===== src/rtl/game_controller.sv =====
// Round sequencer for the whack-a-mole game: IDLE -> COUNTDOWN -> PLAY -> OVER,
// tracking lives, remaining round ticks and the consecutive-hit streak.
module game_controller #(
  parameter int START_LIVES  = 3,
  parameter int ROUND_TICKS  = 60,
  parameter int COUNT_TICKS  = 3,
  parameter int STREAK_BONUS = 5
) (
  input  logic       clk,
  input  logic       rst,
  input  logic       start,
  input  logic       tick,
  input  logic       hit_pulse,
  input  logic       miss_pulse,
  output logic       play_en,
  output logic       score_clr,
  output logic       game_over,
  output logic [2:0] lives,
  output logic [7:0] ticks_left,
  output logic [5:0] streak,
  output logic       bonus_pulse,
  output logic [1:0] state
);

  typedef enum logic [1:0] {
    IDLE      = 2'b00,
    COUNTDOWN = 2'b01,
    PLAY      = 2'b10,
    OVER      = 2'b11
  } state_t;

  localparam logic [2:0] LIVES_INIT  = 3'(START_LIVES);
  localparam logic [7:0] ROUND_INIT  = 8'(ROUND_TICKS);
  localparam logic [7:0] COUNT_INIT  = 8'(COUNT_TICKS);
  localparam logic [5:0] BONUS_LEVEL = 6'(STREAK_BONUS);

  state_t     state_q, state_d;
  logic [2:0] lives_d;
  logic [7:0] ticks_d;
  logic [5:0] streak_d;
  logic       score_clr_d;
  logic       bonus_d;

  function automatic logic [5:0] streak_inc(input logic [5:0] s);
    return (s == 6'd63) ? s : s + 6'd1;
  endfunction

  function automatic logic [7:0] ticks_dec(input logic [7:0] t);
    return (t == 8'd0) ? t : t - 8'd1;
  endfunction

  function automatic logic [2:0] lives_dec(input logic [2:0] l);
    return (l == 3'd0) ? l : l - 3'd1;
  endfunction

  always_comb begin
    logic [5:0] inc;
    state_d     = state_q;
    lives_d     = lives;
    ticks_d     = ticks_left;
    streak_d    = streak;
    score_clr_d = 1'b0;
    bonus_d     = 1'b0;
    inc         = streak_inc(streak);

    unique case (state_q)
      IDLE, OVER: begin
        if (start) begin
          state_d     = COUNTDOWN;
          ticks_d     = COUNT_INIT;
          lives_d     = LIVES_INIT;
          streak_d    = 6'd0;
          score_clr_d = 1'b1;
        end
      end
      COUNTDOWN: begin
        if (tick) begin
          if (ticks_left == 8'd1) begin
            state_d = PLAY;
            ticks_d = ROUND_INIT;
          end else begin
            ticks_d = ticks_dec(ticks_left);
          end
        end
      end
      PLAY: begin
        if (tick) begin
          ticks_d = ticks_dec(ticks_left);
          if (ticks_left <= 8'd1) state_d = OVER;
        end
        // A miss wins over a simultaneous hit: the hit is dropped entirely.
        if (miss_pulse) begin
          streak_d = 6'd0;
          lives_d  = lives_dec(lives);
          if (lives <= 3'd1) state_d = OVER;
        end else if (hit_pulse) begin
          if (inc == BONUS_LEVEL) begin
            bonus_d  = 1'b1;
            streak_d = 6'd0;
          end else begin
            streak_d = inc;
          end
        end
      end
      default: state_d = IDLE;
    endcase
  end

  always_ff @(posedge clk or negedge rst) begin
    if (!rst) begin
      state_q     <= IDLE;
      lives       <= LIVES_INIT;
      ticks_left  <= 8'd0;
      streak      <= 6'd0;
      play_en     <= 1'b0;
      score_clr   <= 1'b0;
      game_over   <= 1'b0;
      bonus_pulse <= 1'b0;
    end else begin
      state_q     <= state_d;
      lives       <= lives_d;
      ticks_left  <= ticks_d;
      streak      <= streak_d;
      play_en     <= (state_d == PLAY);
      score_clr   <= score_clr_d;
      game_over   <= (state_d == OVER);
      bonus_pulse <= bonus_d;
    end
  end

  assign state = state_q;

endmodule


===== config.mk =====
export PLATFORM = sky130hd
export DESIGN_NAME = game_controller
export DESIGN_NICKNAME = d
export VERILOG_FILES = /design/src/rtl/game_controller.sv
export SDC_FILE = /design/constraint.sdc
export NUM_CORES = 1
export LEC_CHECK = 0
export ABC_AREA = 0
export CAP_MARGIN = 20
export CORE_MARGIN = 1
export CORE_UTILIZATION = 47
export DETAILED_ROUTE_END_ITERATION = 8
export PLACE_DENSITY = 0.87
export SYNTH_ARGS = -nofsm -noshare
export SYNTH_HDL_FRONTEND = slang
export SYNTH_SLANG_ARGS = --single-unit

===== constraint.sdc =====
create_clock -name clk -period 1.7 [get_ports clk]
set_input_delay 0.34 -clock clk [delete_from_list [all_inputs] [get_ports clk]]
set_output_delay 0.34 -clock clk [all_outputs]
set_load 0.05 [all_outputs]

* Word-level counts from Yosys, hierarchy flattened
Cells that the tools add are included.
** Operators by class
- Eq/ne operators :: 14
- Divide/modulo/power cells :: 0
- Reduce and logical (&&, ||, !) cells :: 8
- Bitwise logic cells :: 0
- Shift operators :: 0
- Add/subtract/negate cells :: 3
- $mul :: 0
- Mux-type cells :: 30
- Order comparisons :: 2
** Operator list (number)
- 2-to-1 mux 8 bit :: 5
- 2-to-1 mux 6 bit :: 5
- case mux 8 bit (3 select lines) :: 1
- 2-to-1 mux 2 bit :: 7
- case mux 6 bit (2 select lines) :: 1
- != test 2 bit (second input constant) :: 5
- 2-to-1 mux 3 bit :: 3
- == test 2 bit (second input constant) :: 4
- == test 8 x 1 -> 1 bit (second input constant) :: 1
- <= comparator 8 x 1 -> 1 bit (second input constant) :: 1
- zero test 8 bit :: 1
- subtractor 8 x 1 -> 8 bit (second input constant) :: 1
- adder 6 x 1 -> 6 bit (second input constant) :: 1
- == test 6 x 3 -> 1 bit (second input constant) :: 1
- == test 6 bit (second input constant) :: 1
- 2-to-1 mux 1 bit :: 6
- case mux 2 bit (3 select lines) :: 1
- case mux 3 bit (2 select lines) :: 1
- AND reduction 3 bit :: 2
- AND reduction 4 bit :: 1
- <= comparator 3 x 1 -> 1 bit (second input constant) :: 1
- zero test 3 bit :: 1
- != test 3 bit (second input constant) :: 1
- subtractor 3 x 1 -> 3 bit (second input constant) :: 1
- other kinds (4) :: 4
** Storage, ports and cells
- Input bits :: 6
- Memory bits (writable) :: 0
- Logic and storage cells :: 65
- ROM bits :: 0
- Memories kept :: 0
- Bits in latches :: 0
- Bits in registers :: 23

* Longest topological paths before layout
- Depth after elaboration :: 7
- Gate-level depth with buffers :: 7
- Depth with buffers taken out :: 6

* Worst setup path after synthesis
Ideal clock, no wire load.
- Kind :: reg2reg
- Start :: reg streak[0]
- End :: reg streak[2]
- Arrival :: 2.040 ns
- Stages on the path, launching flop included :: 7
- Slack :: -0.466 ns
- Data required time :: 1.574 ns
- Path through :: dfrtp_1 -> ha_1 -> and3_1 -> clkbuf_1 -> mux2i_1 -> a31oi_1 -> a221o_1
** Between the ends
- Longest elaborated chain between the ends :: 7
** Ends and longest elaborated chain
- start, declared :: RTL line 20 : output logic [5:0] streak,
- start signal, assigned :: RTL line 123 : streak <= streak_d;
- adder 6 x 1 -> 6 bit / == test 6 bit (equally long branches) :: RTL line 45 : return (s == 6'd63) ? s : s + 6'd1;
- 2-to-1 mux 6 bit (*) :: RTL line 45
- == test 6 x 3 -> 1 bit :: RTL line 97 : if (inc == BONUS_LEVEL) begin
- 2-to-1 mux 6 bit (*) :: RTL line 97
- 2-to-1 mux 6 bit (*) :: RTL line 96 : end else if (hit_pulse) begin
- 2-to-1 mux 6 bit (*) :: RTL line 92 : if (miss_pulse) begin
- case mux 6 bit (2 select lines) (*) :: RTL line 66 : unique case (state_q)
Mark *: on every way between the ends. The rest lies on a longest branch, timed or not. The select of a mux whose other input is x is not followed.
A chain may end at the register's enable or synchronous reset.

* Worst setup path in the final report
- Start :: reg state_q[0], in the netlist state[0]
- End :: reg ticks_left[4]
** Between the ends
- Longest elaborated chain between the ends :: 4
** Ends and longest elaborated chain
- start, declared :: RTL line 37 : state_t state_q, state_d;
- start signal, assigned :: RTL line 120 : state_q <= state_d;
- == test 2 bit / zero test 2 bit (equally long branches) :: RTL line 66
- OR reduction 2 bit :: RTL line 66
- != test 2 bit (no source line)
- AND reduction 3 bit (no source line)
- end signal, assigned :: RTL line 122 : ticks_left <= ticks_d;
- end, declared :: RTL line 19 : output logic [7:0] ticks_left,
Several ways; a longest one is shown, not always the timed one.

==> flow_summary.ini <==
[critical_path]
cp_max_fo = 8
crit_chain = buf_4 -> ha_4 -> nor2_2 -> a311oi_4 -> buf_6 -> a311oi_2 -> a31oi_1
critPathLaunch = state[0]
max_stage_delay_ps = 450
crit_path_end_kind = flop
cp_data_required_time_ps = 1900
worstRegToRegCells = 7
start_kind = flop
path_depth = 7
reg2reg_from = state[0]
path_class = reg2reg
crit_family = flip-flops
arrival_ps = 1890
worst-path-buf-inv = 2
critPathSlowestCell = dfrtp_2

[power_and_ir_drop]
internal_power_mw = 2.30
sw_frac_of_total_pct = 49.2
sequentialPowerShare_pct = 18.8
p_switching_mw = 2.22
vdd_ir_drop_max_v = 0.00117
clockPowerShare_pct = 5.7
p_comb_share_pct = 75.5
pwr_density_cell_mw_per_mm2 = 1870
p_leak_nw = 1.03

[floorplanning]
coreArea_mm2 = 0.00313
initial_core_util_pct = 50.5
dieArea_mm2 = 0.00360
ios = 29
dieWidth_um = 60.0
rows = 20
fp.dieH_um = 60.0

[yosys]
async_reset_ff_share_pct = 100
mappedNetlistNets = 189
synth.distinct_cells = 52
synth.avg_cell_area_um2 = 9.13
yosysWarnings = 0
synth_edf_count = 0
netlist_instances = 173
ys_ff_latch = 23
ys_seq_area_share_pct = 36.6
syn_area_mm2 = 0.00158
yosys_most_used_dff = dfrtp_1

[layout]
nFillCells = 193
regArea_um2 = 592
antenna_cells = 0
final_nets = 247
drive_above_1_share_pct = 45.2
multi_input_area_mm2 = 0.00112
area_growth_pct = 53.2
final_common_cell = buf_4
layout_common_cells = 39 x buf_4, 15 x inv_1, 13 x nand2_1
fin_cells = 274

[timing]
finalCritPeriodShare_pct = 99.4
worst_pin_slew_ps = 432
skew_ps = 1.56
grt_setup_unrepaired = true
finalHoldViolCount = 0
setup_violations = 0
hold_slack_ps = 355
relSlewSlack_pct = 71.0
drv_slew = 0
max_freq_mhz = 592
period_minus_slack_ps = 1690

[detailed_routing]
dr_wl_met2_um = 2540
drt_iter0_markers = 99
wl_um = 4860
ant_nets = 0
highest_layer = met4
wl_met1_um = 1870
wl_per_cell_um = 17.7
vias_per_cell = 6.36
route.detailed.drc = 0
drt_pass1_iterations = 5
vias = 1743
met3_length_um = 269

[status]
outcome = completed

[global_route]
grt_pass1_vias = 1574
grt_max_degree = 24
grt_antenna_before_repair = 0
grtUsageTotal_pct = 26.6
grt_pass1_wl_um = 7180
grt_overflow = 0

[place]
dp.cells = 259
place_hpwl_um = 3150
place.gp.congestion = 0.873
portBuffers = 28

[cts]
clock-sinks = 23
cts.htree.levels = 1
clk_pin_slew_ps = 120
ctsRootBufferMaster = clkbuf_4
max-clock-path-buffers = 2
cts_tree = built
clk-insertion-delay-late_ps = 320
numCtsBuffers = 3
cts_hold_buf = 0

[hold_path]
min_path_type = in2async

[run]
maxCapViolCount = 0
## path summary, 6_finish.rpt
path / to / slack, ps
setup / recovery: ticks_left[4] / 10
hold / removal: lives[2] / 350
setup reg to reg: ticks_left[4] / 10
hold reg to reg: lives[1] / 600
max in group asynchronous: lives[1] / 1070
min in group clk: lives[1] / 600
## power groups by stage
stage / registers [mW] / clock network, mW / logic, mW
floorplan: 1.31 / 0 / 1.31
global placement: 0.844 / 0 / 2.55
detailed placement: 0.854 / 0 / 2.65
CTS: 0.846 / 0.256 / 2.89
global route: 0.863 / 0.283 / 3.60
finish: 0.848 / 0.258 / 3.41
## worst register-to-register path, stage by stage (launching register included)
cell      delay, ps
dfrtp_2         450
buf_4           150
ha_4            180
nor2_2          220
a311oi_4         80
buf_6           160
a311oi_2        260
a31oi_1          80
## final cells by class
| cell class | count | area share, % |
|---|---|---|
| Inverter | 16 | 2.48 |
| Clock buffer | 4 | 1.09 |
| Tap cell | 44 | 2.28 |
| Sequential cell | 23 | 24.5 |
| Timing Repair Buffer | 57 | 23.5 |
| Multi-Input combinational cell | 130 | 46.2 |
## cells in the mapped netlist (3+ instances only)
library cell / instances / area, µm²
inv_1: 16 / 60.1
nand2b_1: 6 / 37.5
nand3b_1: 3 / 22.5
nand3_1: 8 / 40.0
nand2_1: 14 / 52.6
nor2b_1: 3 / 18.8
and3_1: 4 / 25.0
a21oi_1: 5 / 25.0
nand4_1: 4 / 25.0
o21ai_1: 3 / 15.0
dfrtp_1: 21 / 526
ha_1: 10 / 125
o21ai_0: 5 / 25.0
buf_4: 3 / 22.5
a31oi_1: 9 / 56.3
nor2_1: 10 / 37.5
a32o_1: 3 / 30.0
## layer usage
layer / vias up / global-route usage [%]
met5: - / 0
met4: 0 / 10.3
met3: 24 / 4.11
met2: 90 / 48.4
met1: 859 / 31.1
li1: 770 / -
## flip-flops by register name, indices dropped and copies added (netlist names)
register,cells
game_over,1
ticks_left,8
streak,6
state,2
score_clr,1
lives,3
play_en,1
bonus_pulse,1
## repair_timing
item / in CTS / in global routing
buffers inserted: 4 / 7
pin swaps: 4 / 7
gates cloned: 0 / 0
setup endpoints to repair: 7 / 17
resized for setup: 9 / 30
## per-stage QoR
| step | total power, mW | area [µm²] | setup slack, ps | setup TNS (ps) | util [%] |
|---|---|---|---|---|---|
| floorplan | 2.62 | 1660 | -139 | -868 | - |
| global placement | 3.39 | 2150 | -79.2 | -567 | 68.8 |
| detailed placement | 3.51 | 2150 | -189 | -1820 | 68.8 |
| CTS | 3.99 | 2250 | 4.39 | 0 | 72.0 |
| global route | 4.75 | 2420 | -51.2 | -257 | 77.3 |
| finish | 4.52 | 2420 | 9.56 | 0 | 77.3 |
## cell families after synthesis
logic type	after synthesis	synth area share (%)
mux	1	0.634
simple gates	63	22.3
compound gates	56	27.1
fa+ha+maj	10	7.92
flops	23	36.6
buf+inv	20	5.47
(Power assumes the default switching activity.)
